===== src/rtl/microsequencer.sv =====
// Next-state generator for the microprogrammed control unit: selects and registers the
// next microstore address, with a return stack, a bounded WAIT timeout and a sticky error.
module microsequencer #(
    parameter int NUM_STATES  = 256,
    parameter int STACK_DEPTH = 4,
    parameter int WAIT_LIMIT  = 1023
) (
    input  logic        clk,
    input  logic        reset,
    input  logic [39:0] cw,
    input  logic [9:0]  decode_state,
    input  logic        moc,
    input  logic        cond,
    output logic [9:0]  next_state,
    output logic [2:0]  stack_level,
    output logic [9:0]  wait_cnt,
    output logic        err,
    output logic [1:0]  err_code
);

    typedef enum logic [2:0] {
        SEL_RESTART = 3'b000,
        SEL_DECODE  = 3'b001,
        SEL_INC     = 3'b010,
        SEL_BRANCH  = 3'b011,
        SEL_WAIT    = 3'b100,
        SEL_BRDEC   = 3'b101,
        SEL_CALL    = 3'b110,
        SEL_RETURN  = 3'b111
    } sel_e;

    typedef enum logic [1:0] {
        ERR_RANGE     = 2'b00,
        ERR_TIMEOUT   = 2'b01,
        ERR_OVERFLOW  = 2'b10,
        ERR_UNDERFLOW = 2'b11
    } err_e;

    localparam int          IDX_W     = (STACK_DEPTH > 1) ? $clog2(STACK_DEPTH) : 1;
    localparam logic [2:0]  DEPTH_L   = 3'(STACK_DEPTH);
    localparam logic [9:0]  WAIT_LAST = 10'(WAIT_LIMIT - 1);
    localparam logic [10:0] NUM_L     = 11'(NUM_STATES);

    function automatic logic cond_select(input logic [2:0] csel_f, input logic moc_f,
                                         input logic cond_f);
        case (csel_f)
            3'b001:  return moc_f;
            3'b010:  return cond_f;
            3'b011:  return 1'b1;
            default: return 1'b0;
        endcase
    endfunction

    sel_e             sel;
    logic             c;
    logic [9:0]       inc;
    logic [9:0]       cr;
    logic [9:0]       target;
    logic             push;
    logic             pop;
    logic             hold_wait;
    logic             fault;
    err_e             fault_code;
    logic [9:0]       wait_next;
    logic [IDX_W-1:0] push_idx;
    logic [IDX_W-1:0] pop_idx;
    logic [9:0]       stack_mem [STACK_DEPTH];
    logic             unused_cw;

    assign sel       = sel_e'(cw[39:37]);
    assign unused_cw = ^cw[36:12];
    assign push_idx  = IDX_W'(stack_level);
    assign pop_idx   = IDX_W'(stack_level - 3'd1);

    always_comb begin
        inc        = next_state + 10'd1;
        cr         = {2'b00, cw[7:0]};
        c          = cond_select(cw[10:8], moc, cond) ^ cw[11];
        target     = 10'd0;
        push       = 1'b0;
        pop        = 1'b0;
        hold_wait  = 1'b0;
        fault      = 1'b0;
        fault_code = ERR_RANGE;

        case (sel)
            SEL_RESTART: target = 10'd0;
            SEL_DECODE:  target = decode_state;
            SEL_INC:     target = inc;
            SEL_BRANCH:  target = c ? cr : inc;
            SEL_WAIT: begin
                if (c) begin
                    target = inc;
                end else if (wait_cnt == WAIT_LAST) begin
                    fault      = 1'b1;
                    fault_code = ERR_TIMEOUT;
                end else begin
                    target    = next_state;
                    hold_wait = 1'b1;
                end
            end
            SEL_BRDEC:   target = c ? cr : decode_state;
            SEL_CALL: begin
                if (stack_level == DEPTH_L) begin
                    fault      = 1'b1;
                    fault_code = ERR_OVERFLOW;
                end else begin
                    push   = 1'b1;
                    target = cr;
                end
            end
            SEL_RETURN: begin
                if (stack_level == 3'd0) begin
                    fault      = 1'b1;
                    fault_code = ERR_UNDERFLOW;
                end else begin
                    pop    = 1'b1;
                    target = stack_mem[pop_idx];
                end
            end
        endcase

        // Stack/timeout faults already force state 0, so they outrank the range check.
        if (!fault && ({1'b0, target} >= NUM_L)) begin
            target     = 10'd0;
            fault      = 1'b1;
            fault_code = ERR_RANGE;
        end

        wait_next = hold_wait ? (wait_cnt + 10'd1) : 10'd0;
    end

    // Registered state, stack depth, wait counter and sticky error
    always_ff @(posedge clk or negedge reset) begin
        if (!reset) begin
            next_state  <= 10'd0;
            stack_level <= 3'd0;
            wait_cnt    <= 10'd0;
            err         <= 1'b0;
            err_code    <= 2'b00;
        end else begin
            next_state <= target;
            wait_cnt   <= wait_next;
            if (push) begin
                stack_level <= stack_level + 3'd1;
            end else if (pop) begin
                stack_level <= stack_level - 3'd1;
            end
            if (fault && !err) begin
                err      <= 1'b1;
                err_code <= fault_code;
            end
        end
    end

    // Stack contents need no reset: entries above stack_level are never read.
    always_ff @(posedge clk) begin
        if (push) begin
            stack_mem[push_idx] <= inc;
        end
    end

endmodule


===== config.mk =====
export PLATFORM = sky130hd
export DESIGN_NAME = microsequencer
export DESIGN_NICKNAME = d
export VERILOG_FILES = /design/src/rtl/microsequencer.sv
export SDC_FILE = /design/constraint.sdc
export NUM_CORES = 1
export LEC_CHECK = 0
export ABC_AREA = 1
export CORE_MARGIN = 2
export CORE_UTILIZATION = 51
export DETAILED_ROUTE_END_ITERATION = 10
export PLACE_DENSITY = 0.82
export SLEW_MARGIN = 20
export SYNTH_ARGS = -nofsm -noshare
export SYNTH_HDL_FRONTEND = slang
export SYNTH_SLANG_ARGS = --single-unit

===== constraint.sdc =====
create_clock -name clk -period 3 [get_ports clk]
set_input_delay 0.9 -clock clk [delete_from_list [all_inputs] [get_ports clk]]
set_output_delay 0.9 -clock clk [all_outputs]
set_load 0.05 [all_outputs]

==> results.json <==
{
  "drive_gt1_share_pct": 12.9,
  "wire_per_inst_microns": 15.3,
  "yosysSeqAreaShare_pct": 50.5,
  "setup_viol": 0,
  "syn_area_sq_mm": 0.00367,
  "final.setup.tns_ns": 0,
  "cp.arrival_ns": 1.79,
  "grt_pass1_vias": 3096,
  "grt_max_degree": 27,
  "period_needed_ns": 2.69,
  "r2r-start": "stack_level[0]$_DFFE_PN0P_",
  "period_share_pct": 89.6,
  "routed_wirelength_microns": 9080,
  "outcome": "completed",
  "cts_setup_buffers": 0,
  "start_util_pct": 53.4,
  "path_cells": "clkdlybuf4s50_1",
  "power_density_mw_per_mm2": 720,
  "cts.htree.levels": 3,
  "post_cts_resized": 0,
  "min_to": "err_code[1]$_DFFE_PN0P_",
  "viasPerCell": 5.50,
  "num_rows": 30,
  "maxCapViolations": 0,
  "cts_root_buffer": "clkbuf_8",
  "drtPass1Iterations": 5,
  "hold_depth": 2,
  "hold_path_class": "flip-flop to flip-flop",
  "r2r_slack_ns": 0.51,
  "r2r_cells": 11,
  "place_hpwl_microns": 6580,
  "critical_path_class": "flip-flop to output pin",
  "coreArea_sq_mm": 0.00687,
  "design_area_sq_mm": 0.00461,
  "cts_buffers": 9,
  "crit_fanout": 13,
  "clock_sink_count": 66,
  "area_growth_pct": 25.6,
  "die-height_microns": 88.8,
  "tritoncts": "built",
  "worst_pin_slew_ns": 0.647,
  "grt.total_usage_pct": 24.4,
  "rsz0062_at_grt": "false",
  "clock_latency_ns": 0.35,
  "synth_enable_flop_cells": 40,
  "hold_path.startpoint": "err_code[1]$_DFFE_PN0P_",
  "io_buffers": 54,
  "worst_slack_ns": 0.311,
  "r2r_end": "next_state[3]$_DFF_PN0_",
  "place_area_sq_mm": 0.00436,
  "postLayoutCoreUtil_pct": 67.1,
  "max_stage_delay_ns": 0.88,
  "ys_seq_elements": 66,
  "drc": 0,
  "diodes": 0,
  "fillers": 540,
  "slew_viol_final": 0,
  "leakagePower_nw": 1.94,
  "cp-start-kind": "flip-flop",
  "fin_worst_skew_ns": 0.0104,
  "gp_congestion": 0.880,
  "final_antenna_net_count": 0,
  "hold_viol": 0,
  "max_freq_ghz": 0.372,
  "ys_types": 39,
  "power_mw": 3.32,
  "yosysWarnings": 0,
  "relSlewSlack_pct": 56.7,
  "grt-ovfl-total": 0,
  "ir_worst_vdd_uv": 333,
  "path_clk_slew_ns": 0.07,
  "ys.flop_type": "edfxtp_1",
  "cts_buffer_depth": 2,
  "startpoint": "stack_level[0]$_DFFE_PN0P_",
  "setup.worst_path.end_class": "output pin",
  "hold_buffers": 0,
  "grt_pass1_wl_microns": 14500,
  "die_w_microns": 88.8,
  "cp.required_ns": 2.10,
  "io_pins": 80,
  "synthArstFlopShare_pct": 39.4,
  "path_buf_inv": 1,
  "dr_total_vias": 3257,
  "antenna_found_initial": 0,
  "dieArea_sq_mm": 0.00789,
  "cpLargestDelayFamily": "buffers and inverters",
  "fin_nets": 554,
  "synthCells": 425,
  "drt_iter0_markers": 254,
  "syn_avg_cell_area_sq_um": 8.63,
  "cpMaxStageDelayCell": "clkdlybuf4s50_1",
  "place_ws_ns": 0.226
}
==> flip-flops by register name, indices dropped and copies added, names as in the netlist <==
signal	count
err	1
stack_mem	40
stack_level	3
err_code	2
next_state	10
wait_cnt	10
==> per-layer routing <==
metal	vias to the layer above	wire length, microns	track usage, %
met4	0	185	10.1
met5	-	0	0
li1	1551	-	-
met1	1535	3840	31.8
met2	149	4430	40.6
met3	22	633	4.20
==> cell type report <==
class / count / area [sq um] / area share, %
clock buffers: 9 / 124 / 2.69
clock inverters: 7 / 125 / 2.72
inverters: 53 / 199 / 4.32
multi-input cells: 297 / 1570 / 34.1
flip-flops and latches: 66 / 1850 / 40.2
well taps: 96 / 120 / 2.61
repair buffers: 64 / 616 / 13.4
==> kinds of logic (layout without fill, tap and decap cells) <==
family / Yosys count / after routing / synth area share (%)
flops: 66 / 66 / 50.5
other cells: 1 / 2 / 0.102
compound gates: 76 / 76 / 11.9
simple gates: 205 / 205 / 26.5
xor+xnor: 5 / 5 / 1.19
buf+inv: 63 / 133 / 6.78
fa+ha+maj: 9 / 9 / 3.07
==> through the flow <==
step	instances	hold slack [ns]
final	592	0.489
after global routing	592	0.515
after CTS	592	0.493
after detailed placement	576	0.478
after global placement	576	0.460
after floorplan	426	0.604
==> tightest hold or removal path, cell delays in order, from the launching register on <==
cell     delay, ns
dfrtp_1       0.35
nand2_1       0.06
nand2_1       0.05
==> cells in the final DEF (no fill, tap or decap), drive strengths merged, types with 2 or more instances in the layout <==
master	count
inv	55
edfxtp	40
a22oi	3
nand2	99
conb	2
a21oi	15
o21ai	40
bufinv	3
xor2	4
dfrtp	26
buf	10
nor3b	2
o22ai	11
nor2	57
clkinv	2
nand4	8
nor3	4
nand3	33
clkdlybuf4s50	54
clkbuf	9
ha	9
==> Yosys cell counts (all sizes together) (2+ instances only) <==
| library cell | count | share of area [%] |
|---|---|---|
| clkbuf | 2 | 0.20 |
| nand3 | 33 | 5.5 |
| edfxtp | 40 | 33 |
| inv | 53 | 5.4 |
| nor3b | 2 | 0.41 |
| o22ai | 11 | 1.9 |
| a22oi | 3 | 0.61 |
| buf | 8 | 1.2 |
| o21ai | 40 | 5.5 |
| xor2 | 4 | 0.95 |
| dfrtp | 26 | 18 |
| a21oi | 15 | 2.5 |
| nor3 | 4 | 0.68 |
| ha | 9 | 3.1 |
| nor2 | 57 | 7.1 |
| nand2 | 99 | 11 |
| nand4 | 8 | 1.4 |
==> worst max-delay path by stage <==
stage | endpoint | slack (ns) | cells after the start
after floorplan | stack_mem[1][0]$_DFFE_PP_ | 0.18 | 9
after global placement | err_code[1]$_DFFE_PN0P_ | 0.25 | 11
after detailed placement | next_state[3]$_DFF_PN0_ | 0.23 | 11
after CTS | stack_level[0] | 0.27 | 1
after global routing | stack_level[0] | 0.23 | 1
final | stack_level[0] | 0.31 | 1
==> power by group <==
part	total (mW)	switching (mW)	internal [mW]
Combinational	1.22	0.817	0.404
Clock	0.935	0.375	0.561
Sequential	1.16	0.0857	1.07
Total	3.32	1.28	2.04
Note: power is estimated with default switching activity, not from simulation.
